==> src/rtl/mem_port_arb4.sv <==
// Round-robin arbiter sharing one memory port between four requesters.
// Holds each grant until mem_ack_i; a watchdog drops a stuck grant and pulses err_o.
module mem_port_arb4 #(
  parameter int unsigned TIMEOUT = 16
) (
  input  logic       clk_i,
  input  logic       rst_i,
  input  logic [3:0] req_i,
  input  logic       mem_ack_i,
  output logic [3:0] grant_o,
  output logic [1:0] sel_o,
  output logic       mem_req_o,
  output logic       err_o,
  output logic [1:0] err_id_o,
  output logic       state_o
);

  // Handshake: mem_req_o is the port's valid and stays high, with grant_o and
  // sel_o frozen, until mem_ack_i is seen at a rising edge; mem_ack_i is
  // ignored while mem_req_o is low.

  localparam int CW = (TIMEOUT > 1) ? $clog2(TIMEOUT) : 1;
  localparam logic [CW-1:0] CNT_LAST = CW'(TIMEOUT - 1);

  typedef enum logic {
    IDLE  = 1'b0,
    GRANT = 1'b1
  } state_t;

  state_t        state_q;
  logic [CW-1:0] count_q;
  logic [1:0]    last_q;
  logic [1:0]    base;
  logic          pick_hit;
  logic [1:0]    pick_idx;

  // Searches last+1 .. last+4, so the previous winner is considered last.
  function automatic logic [2:0] rr_pick(input logic [1:0] last, input logic [3:0] req);
    logic [1:0] idx;
    logic       hit;
    logic [1:0] res;
    hit = 1'b0;
    res = 2'd0;
    for (int i = 1; i <= 4; i++) begin
      idx = last + 2'(i);
      if (!hit && req[idx]) begin
        hit = 1'b1;
        res = idx;
      end
    end
    return {hit, res};
  endfunction

  // On an ack the just-served index becomes "last" in the same edge.
  always_comb begin
    base = (state_q == GRANT) ? sel_o : last_q;
    {pick_hit, pick_idx} = rr_pick(base, req_i);
  end

  always_ff @(posedge clk_i) begin
    if (rst_i) begin
      state_q   <= IDLE;
      count_q   <= '0;
      last_q    <= 2'd3;
      grant_o   <= 4'b0000;
      sel_o     <= 2'd0;
      mem_req_o <= 1'b0;
      err_o     <= 1'b0;
      err_id_o  <= 2'd0;
    end else begin
      err_o <= 1'b0;
      case (state_q)
        IDLE: begin
          if (pick_hit) begin
            state_q   <= GRANT;
            count_q   <= '0;
            grant_o   <= 4'b0001 << pick_idx;
            sel_o     <= pick_idx;
            mem_req_o <= 1'b1;
          end
        end
        GRANT: begin
          if (mem_ack_i) begin
            last_q  <= sel_o;
            count_q <= '0;
            if (pick_hit) begin
              grant_o <= 4'b0001 << pick_idx;
              sel_o   <= pick_idx;
            end else begin
              state_q   <= IDLE;
              grant_o   <= 4'b0000;
              mem_req_o <= 1'b0;
            end
          end else if (count_q == CNT_LAST) begin
            state_q   <= IDLE;
            count_q   <= '0;
            last_q    <= sel_o;
            grant_o   <= 4'b0000;
            mem_req_o <= 1'b0;
            err_o     <= 1'b1;
            err_id_o  <= sel_o;
          end else begin
            count_q <= count_q + 1'b1;
          end
        end
        default: state_q <= IDLE;
      endcase
    end
  end

  assign state_o = state_q;

endmodule
==> config.mk <==
export PLATFORM = sky130hd
export DESIGN_NAME = mem_port_arb4
export DESIGN_NICKNAME = d
export VERILOG_FILES = /design/src/rtl/mem_port_arb4.sv
export SDC_FILE = /design/constraint.sdc
export NUM_CORES = 1
export LEC_CHECK = 0
export CELL_PAD_IN_SITES_DETAIL_PLACEMENT = 1
export CELL_PAD_IN_SITES_GLOBAL_PLACEMENT = 1
export CORE_ASPECT_RATIO = 0.8
export CORE_UTILIZATION = 43
export DETAILED_ROUTE_END_ITERATION = 8
export DONT_BUFFER_PORTS = 1
export PLACE_DENSITY = 0.82
export SYNTH_ARGS = -nofsm -noshare
export SYNTH_HDL_FRONTEND = slang
export SYNTH_SLANG_ARGS = --single-unit
==> constraint.sdc <==
create_clock -name clk_i -period 2.58 [get_ports clk_i]
set_input_delay 0.258 -clock clk_i [delete_from_list [all_inputs] [get_ports clk_i]]
set_output_delay 0.258 -clock clk_i [all_outputs]
set_load 0.01 [all_outputs]
== Word-level counts from Yosys, hierarchy flattened ==
Cells that the tools add are included.
Storage, ports and cells
  register bits after elaboration: 17
  input bits: 7
  output and inout port bits: 11
  word-level logic and storage cells: 77
Operators by class
  add/subtract/negate cells: 4
  magnitude comparators: 4
  equal/unequal tests: 5
  shift operators: 1
  multiplexer cells: 41
  bitwise operators: 2
  reduce and logical (&&, ||, !) cells: 12
Operators by type and width (number)
  two-way mux 4 bit: 7
  two-way mux 2 bit: 9
  two-way mux 1 bit: 16
  one-hot mux 4 bit (2 select lines): 2
  less-than comparator 2 x 3 -> 1 bit (second input constant): 4
  binary-select mux 1 bit (select 2 bit): 4
  AND reduction 3 bit: 2
  adder 2 bit (second input constant): 2
  adder 4 x 1 -> 4 bit (second input constant): 1
  equality test 4 bit (second input constant): 1
  inequality test 2 bit (second input constant): 2
  one-hot mux 1 bit (2 select lines): 2
  one-hot mux 2 bit (2 select lines): 1
  AND reduction 2 bit: 2
  left shift 1 x 2 -> 4 bit (first input constant): 1
  logical AND 1 bit: 3
  zero test 1 bit: 3
  inequality test 3 x 2 -> 1 bit (second input constant): 1
  inequality test 3 bit (second input constant): 1
  OR reduction 3 bit: 1
  adder 2 x 1 -> 2 bit (second input constant): 1
  NOT 1 bit: 2
  nonzero test 2 bit: 1

== Logic depth before layout (Yosys ltp) ==
Gate-level depths: netlist (run 1).
  depth in word-level cells: 18
  mapped depth: 6

== Worst setup path before layout (run 1) ==
OpenSTA, ideal clock, no wires.
  path type: reg-to-reg
  start: reg state_q (netlist: state_o)
  end: reg grant_o[0]
  arrival time: 1889 ps
  setup slack: 620 ps
  stages on the path, launching flop included: 6
  buffers on the path: 0
  period minus slack after synthesis: 1960 ps
  path through: dfxtp_1 > mux2i_1 > mux2_1 > a211o_1 > or3_1 > a21oi_1
Between the ends
  longest elaborated chain between the ends: 18
  elaborated cells between the ends (all ways): 35
  classes of those cells: add/sub: 3; eq/ne: 2; shift: 1; mux: 21; bitwise: 1; reduce/logical: 7
RTL lines
  from (decl): RTL line 30  | state_t state_q;
  from (signal assigned): RTL line 62  | state_q <= IDLE;
  from (signal assigned): RTL line 75  | state_q <= GRANT;
  from (signal assigned): RTL line 90  | state_q <= IDLE;
  two-way mux 2 bit: RTL line 56  | base = (state_q == GRANT) ? sel_o : last_q;
  adder 2 x 1 -> 2 bit: RTL line 45  | idx = last + 2'(i);
  binary-select mux 1 bit (select 2 bit): RTL line 46  | if (!hit && req[idx]) begin
  two-way mux 1 bit (implied by the code): RTL line 46
  two-way mux 1 bit: RTL line 46
  zero test 1 bit: RTL line 46
  logical AND 1 bit: RTL line 46
  two-way mux 1 bit: RTL line 46
  [2 not listed]
  two-way mux 1 bit: RTL line 46
  zero test 1 bit: RTL line 46
  logical AND 1 bit: RTL line 46
  two-way mux 2 bit: RTL line 46
  left shift 1 x 2 -> 4 bit: RTL line 77, 87
  two-way mux 4 bit: RTL line 86  | if (pick_hit) begin
  two-way mux 4 bit: RTL line 83  | if (mem_ack_i) begin
  one-hot mux 4 bit (2 select lines): RTL line 72  | case (state_q)
  to (signal assigned): RTL line 77  | grant_o <= 4'b0001 << pick_idx;
  to (signal assigned): RTL line 87  | grant_o <= 4'b0001 << pick_idx;
  to (decl): RTL line 10  | output logic [3:0] grant_o,
Parallel ways exist; a longest one is shown, timed or not. The select of a mux whose other input is x is not followed.
A chain may end at the register's enable or synchronous reset.

== Worst setup path after layout (run 1) ==
  start: reg sel_o[1]
  end: reg grant_o[0]
Between the ends
  longest elaborated chain between the ends: 18
  elaborated cells between the ends (all ways): 33
  classes of those cells: add/sub: 3; eq/ne: 1; shift: 1; mux: 21; reduce/logical: 7
RTL lines
  from (decl): RTL line 11  | output logic [1:0] sel_o,
  from (signal assigned): RTL line 78  | sel_o <= pick_idx;
  from (signal assigned): RTL line 88  | sel_o <= pick_idx;
  two-way mux 2 bit (*): RTL line 56
  adder 2 x 1 -> 2 bit: RTL line 45
  binary-select mux 1 bit (select 2 bit): RTL line 46
  two-way mux 1 bit (implied by the code): RTL line 46
  two-way mux 1 bit: RTL line 46
  zero test 1 bit: RTL line 46
  logical AND 1 bit: RTL line 46
  two-way mux 1 bit: RTL line 46
  [2 not listed]
  two-way mux 1 bit: RTL line 46
  zero test 1 bit: RTL line 46
  logical AND 1 bit: RTL line 46
  two-way mux 2 bit: RTL line 46
  left shift 1 x 2 -> 4 bit: RTL line 77, 87
  two-way mux 4 bit: RTL line 86
  two-way mux 4 bit: RTL line 83
  one-hot mux 4 bit (2 select lines): RTL line 72
Mark *: on every way between the ends. The rest lies on a longest branch, timed or not. The select of a mux whose other input is x is not followed.

==> metrics.csv, run 1 <==
stage,metric,value,unit
logic_synthesis,syn nets,104,
logic_synthesis,area fraction of the dominant cell type after synthesis,0.424,
logic_synthesis,top post-synthesis cells by area,"dfxtp_1 42%, nor2_1 7.5%, a21oi_1 5.6%",
logic_synthesis,Post-Synth Adder-Cell Area,0.0156,
setup_path,slowest CP cell,dfxtp_1,
route,detailed-route DRC error count,0,
logic_synthesis,post-synthesis mux area share,0.0639,
setup_path,Worst path depth,5,
place,DP HPWL,1430,um
clock_network,CTS tree,done,
logic_synthesis,"Avg Cell Area, Syn",8.37,um^2
setup_path,worst-path fanout max,5,
clock_network,clock root buffer,clkbuf_4,
logic_synthesis,Post-synth EDFFs,0,
route,violation count after the first detailed-route iteration,11,
floorplanning,Die Width,50.3,um
logic_synthesis,post-synth top area cell,dfxtp_1,
setup_path,Worst R2R End,grant_o[0]$_SDFFE_PP0P_,
floorplanning,die span in y,40.7,um
clock_network,post-CTS setup buffers,0,
route,vias per inst,5.82,
grt,GRT Total Usage,0.209,
sta,post-route setup TNS,0,ns
logic_synthesis,"count leader, synth",dfxtp_1,
sta,Slew Limit Fails,0,
sta,RSZ-0062 raised after global routing,false,
logic_synthesis,largest family of logic cells by synthesized area,simple AND/OR/NAND/NOR gates,
clock_network,clock latency on the worst-skew pair,0.29,ns
setup_path,critical path capture point type,flip-flop,
setup_path,Critical Path End,grant_o[0]$_SDFFE_PP0P_,
clock_network,TritonCTS Buffers,3,
clock_network,H-Tree Depth,1,
clock_network,"Clk pin slew, worst setup/hold paths",0.09,ns
sta,Final min period,2.01,ns
setup_path,r2r setup slk,0.57,ns
finish,number of antenna diodes,0,
clock_network,# clock sinks,17,
floorplanning,IO Count,18,
floorplanning,core box area,0.00169,mm^2
setup_path,Worst Setup Path Type,reg2reg,
setup_path,reg2reg path depth,5,
min_path,hold path depth,1,
place,PortBufs,0,
logic_synthesis,Synth cell types,32,
logic_synthesis,#FFs+latches synth,17,
logic_synthesis,yosys warns,0,
logic_synthesis,Synth Area in Compound Gates,0.206,
logic_synthesis,Mapped Cells,96,
setup_path,CP Launch Type,flip-flop,
setup_path,crit path cell chain,mux2i_1 > mux2_1 > a211o_1 > or3_1 > a21oi_1,
floorplanning,num rows,13,
floorplanning,Initial Util,0.475,
place,dpl ws,0.605,ns
route,1st-pass router iterations,3,
min_path,Hold Path Class,in2reg,
finish,Area Overhead vs Synth,5.92,%
route,Routed Antenna Nets,0,
grt,antenna violations before repair,0,
finish,Final Instance Area,851,um^2
logic_synthesis,"Seq/Total Area, Yosys",0.424,
sta,Final period util,0.780,
setup_path,reg2reg start,sel_o[1]$_SDFFE_PP0P_,
clock_network,post-cts resize count,0,
setup_path,beginning of the critical path,sel_o[1]$_SDFFE_PP0P_,
setup_path,CP top delay family,multiplexers,
sta,final setup margin,0.568,ns
logic_synthesis,Post-Synth XOR/XNOR Area,0,
pwr,Pleak,0.327,nW
clock_network,Max Buffers Root-to-Sink,2,
route,WL per Instance,16.1,um
sta,Clock Skew,0.00124,ns
clock_network,hold buffers post-CTS,0,
setup_path,crit path DAT,2.23,ns
place,Routability Congestion,0.859,
sta,fmax,497,MHz
logic_synthesis,post-synthesis cell area,803,um^2
sta,Rel. slew slack,0.568,
floorplanning,die area,0.00205,mm^2
sta,final setup vio count,0,
pwr,worst vdd ir,0.000524,V
route,Total Routed Length,1910,um
finish,Post-Route Utilization,0.503,
grt,largest net degree at the start of global routing,18,
logic_synthesis,Post-Synth Simple-Gate Area,0.259,
logic_synthesis,top_reg_cell synth,dfxtp_1,
place,placed cell area,823,um^2
grt,grt ovf,0,
route,routed vias,692,
sta,"Hold Violations, Final",0,
logic_synthesis,synth cell count leaders,"17 x dfxtp_1, 16 x nor2_1, 9 x a21oi_1, 6 x nand2_1, 4 x mux2i_1",
setup_path,CP Buf/Inv Count,0,
pwr,pwr dens,594,mW/mm^2
finish,Nets,106,
setup_path,"Largest stage delay, worst path",0.39,ns
logic_synthesis,Async SR Flop Fraction,0,
finish,ratio of cells with drive above 1 in the final layout,0.0515,
outcome,status,"complete, no violations",
grt,vias in the first global route,691,
grt,global-route wire length before repair,3040,um
setup_path,CP Data Required Time,2.80,ns
sta,Worst-Margin Slew,0.641,ns
sta,Hold WS,0.0273,ns
run,max cap viols,0,
==> worst reg2reg max path, stage by stage, from the launching register on <==
cell and delay (ns):
dfxtp_1 0.39, mux2i_1 0.38, mux2_1 0.37, a211o_1 0.34
or3_1 0.32, a21oi_1 0.16
==> state kept, by name, summed over array words and instances, names as in the netlist <==
register and cells:
err_o 1, last_q 2, grant_o 4, sel_o 2, count_q 4, state_o 1, err_id_o 2, mem_req_o 1
==> layout make-up <==
class | count | area (um^2)
Inverter | 3 | 11.3
Fill cell | 209 | 841
Sequential cell | 17 | 340
Multi-Input combinational cell | 72 | 437
Tap cell | 22 | 27.5
Timing Repair Buffer | 1 | 7.51
Clock buffer | 3 | 22.5
Clock inverter | 1 | 5.00
==> placed cells by master, fill, tap and decap left out, types with 3 or more instances in the layout <==
master,n
a211o_1,3
a21oi_1,9
clkbuf_4,3
dfxtp_1,17
inv_1,3
mux2i_1,4
nand2_1,6
nand2b_1,3
nand3b_1,3
nor2_1,16
nor3_1,3
==> routing by layer <==
layer	up-vias	global-route usage	wire (um)
met5	-	0	0
li1	350	-	-
met3	2	0.0741	124
met1	322	0.264	924
met2	18	0.343	853
met4	0	0.0625	10
==> where the power goes <==
group / internal (mW) / leakage, nW / switching, mW / total (mW)
logic: 0.0322 / 0.170 / 0.0392 / 0.0713
clock network: 0.0577 / 0.0177 / 0.0804 / 0.138
registers: 0.278 / 0.139 / 0.0187 / 0.296
total: 0.367 / 0.327 / 0.138 / 0.506
==> stage by stage <==
stage / power (mW) / instances
after floorplan: 0.359 / 96
after global placement: 0.370 / 115
after detailed placement: 0.373 / 115
after CTS: 0.513 / 119
after global routing: 0.535 / 119
final: 0.506 / 119
==> how the worst min path moves through the flow <==
stage                                         end  slack, ns                     from
final                     grant_o[2]$_SDFFE_PP0P_       0.03                    rst_i
after global routing       mem_req_o$_SDFFE_PP0P_      0.002                    rst_i
after CTS                 count_q[1]$_SDFFE_PP0P_       0.01                    rst_i
after detailed placement  grant_o[1]$_SDFFE_PP0P_       0.34                    rst_i
after global placement    grant_o[1]$_SDFFE_PP0P_       0.33                    rst_i
after floorplan           count_q[0]$_SDFFE_PP0P_       0.46  count_q[0]$_SDFFE_PP0P_
==> logic make-up (layout without fill, tap and decap cells) <==
logic type               Yosys count  after routing
flip-flops                        17             17
adder cells (fa/ha/maj)            1              1
AND/OR/NAND/NOR                   41             41
buffers and inverters              7              8
AO/OA/AOI/OAI                     25             25
multiplexers                       5              5
Note: power is estimated with default switching activity, not from simulation.
==> inputs of run 2 (changes only) <==
clock period = 1.93 ns   (was 2.58 ns; I/O delays follow)
==> metrics.csv, run 2 (synthesis results as in run 1) <==
stage,metric,value,unit,change
finish,biggest regs,"count_q x4, grant_o x4",,
sta,final setup margin,0.0893,ns,-0.478 ns
grt,global-route wire length before repair,3330,um,+9.5%
place,placed cell area,851,um^2,+3.3%
floorplanning,core box area,0.00169,mm^2,unchanged
finish,Post-Layout Cell Count,123,,+3.4%
sta,Final period util,0.954,,+0.174
place,dpl ws,0.122,ns,-0.483 ns
sta,final setup vio count,0,,unchanged
pwr,pwr dens,803,mW/mm^2,+35%
setup_path,Worst Setup Path Type,reg2reg,,
run,max cap viols,0,,unchanged
sta,Slew Limit Fails,0,,unchanged
min_path,hold path depth,3,,+2
clock_network,# clock sinks,17,,unchanged
floorplanning,IO Count,18,,unchanged
setup_path,reg2reg path depth,5,,unchanged
route,detailed-route DRC error count,0,,unchanged
setup_path,CP Launch Type,flip-flop,,
place,DP Cell Count,118,,+2.6%
floorplanning,num rows,13,,unchanged
clock_network,TritonCTS Buffers,3,,unchanged
place,Routability Congestion,0.754,,-12%
route,Total Routed Length,2070,um,+8.1%
pwr,worst vdd ir,0.000538,V,+2.6%
pwr,Pleak,0.346,nW,+5.8%
clock_network,CTS tree,done,,
clock_network,H-Tree Depth,1,,unchanged
place,PortBufs,0,,unchanged
setup_path,crit path cell chain,mux2i_2 > mux2_1 > a211o_1 > or3_1 > a21oi_1,,
grt,grt ovf,0,,unchanged
finish,Final Instance Area,888,um^2,+4.4%
clock_network,clock root buffer,clkbuf_4,,
setup_path,worst-path fanout max,5,,unchanged
grt,antenna violations before repair,0,,unchanged
setup_path,critical path capture point type,flip-flop,,
sta,Final min period,1.84,ns,-0.172 ns
sta,Worst-Margin Slew,0.634,ns,-0.00721 ns
route,WL per Instance,16.8,um,+4.5%
setup_path,slowest CP cell,dfxtp_2,,
sta,Clock Skew,0.00971,ns,+0.00847 ns
clock_network,"Clk pin slew, worst setup/hold paths",0.11,ns,+0.02 ns
floorplanning,Initial Util,0.475,,unchanged
outcome,status,"complete, no violations",,
finish,ratio of cells with drive above 1 in the final layout,0.0990,,+0.0475
finish,# fillers,209,,unchanged
setup_path,CP Buf/Inv Count,0,,unchanged
route,routed vias,736,,+6.4%
setup_path,CP top delay family,multiplexers,,
floorplanning,die span in y,40.7,um,unchanged
finish,number of antenna diodes,0,,unchanged
clock_network,post-cts resize count,0,,unchanged
setup_path,"Largest stage delay, worst path",0.36,ns,-0.03 ns
grt,vias in the first global route,703,,+1.7%
route,violation count after the first detailed-route iteration,12,,+1
sta,"Hold Violations, Final",0,,unchanged
setup_path,Worst path depth,5,,unchanged
route,vias per inst,5.98,,+2.9%
setup_path,crit path DAT,2.06,ns,-0.17 ns
pwr,total power,0.713,mW,+41%
route,1st-pass router iterations,4,,+1
floorplanning,Die Width,50.3,um,unchanged
setup_path,CP Data Required Time,2.15,ns,-0.65 ns
floorplanning,die area,0.00205,mm^2,unchanged
place,DP HPWL,1520,um,+6.1%
finish,Area Overhead vs Synth,10.6,%,
sta,Rel. slew slack,0.573,,+0.00485
clock_network,Max Buffers Root-to-Sink,2,,unchanged
clock_network,clock latency on the worst-skew pair,0.30,ns,about the same
sta,RSZ-0062 raised after global routing,false,,
route,Routed Antenna Nets,0,,unchanged
grt,largest net degree at the start of global routing,18,,unchanged
min_path,Hold Path Class,in2reg,,
sta,fmax,543,MHz,+9.3%
finish,Nets,110,,+3.8%
grt,GRT Total Usage,0.231,,+0.0220
finish,most frequent cells in the layout,"16 x nor2_1, 16 x dfxtp_1, 9 x a21oi_1",,
sta,post-route setup TNS,0,ns,unchanged
clock_network,post-CTS setup buffers,0,,unchanged
-- run 2: cell types whose count changed in the layout (fill, tap and decap cells not counted), sizes merged --
cell	previous run	this run
buf	1	4
dlygate4sd3	0	1
-- run 2: worst paths after layout --
check | start | endpoint | slack, ns
worst max-delay path | state_o$_SDFF_PP0_ | grant_o[0]$_SDFFE_PP0P_ | 0.09
worst max register to register | state_o$_SDFF_PP0_ | grant_o[0]$_SDFFE_PP0P_ | 0.09
worst min register to register | grant_o[2]$_SDFFE_PP0P_ | grant_o[2]$_SDFFE_PP0P_ | 0.52
worst min-delay path | mem_ack_i | count_q[2]$_SDFFE_PP0P_ | 0.09
-- run 2: through the flow --
stage          hold WS (ns)   util
6_report             0.0941  0.525
2_1_floorplan         0.400      -
5_1_grt               0.115  0.525
4_1_cts              0.0931  0.525
3_5_place_dp          0.264  0.503
3_3_place_gp          0.265  0.503
-- run 2: repair_timing --
item                                    4_1_cts  5_1_grt
hold endpoints to repair                     17        0
hold buffers                                  1        0
endpoints found under the setup margin        0        0
-- run 2: tightest hold or removal path: stages --
cell and delay (ns):
nor2b_1 0.03, nand3b_1 0.08, a21oi_1 0.06
-- run 2: area by class of cell --
| type | instances | area (um^2) | area share |
|---|---|---|---|
| inverters | 3 | 11.3 | 0.0127 |
| multi-input cells | 72 | 440 | 0.496 |
| well taps | 22 | 27.5 | 0.0310 |
| repair buffers | 5 | 40.0 | 0.0451 |
| clock inverters | 1 | 5.00 | 0.00563 |
| flip-flops and latches | 17 | 342 | 0.385 |
| clock buffers | 3 | 22.5 | 0.0254 |
-- run 2: power breakdown --
part | switching (mW) | leakage, nW | internal, mW
Sequential | 0.0203 | 0.139 | 0.371
Clock | 0.121 | 0.0177 | 0.0772
Combinational | 0.0692 | 0.189 | 0.0543
Total | 0.210 | 0.346 | 0.503
-- run 2: layer usage --
metal  GRT usage  wire length [um]  share of wire  vias up
li1            -                 -              -      358
met1       0.313              1040           0.50      352
met2       0.347               889           0.43       24
met3      0.0778               119          0.058        2
met4      0.0833                17         0.0082        0
met5           0                 0              0        -
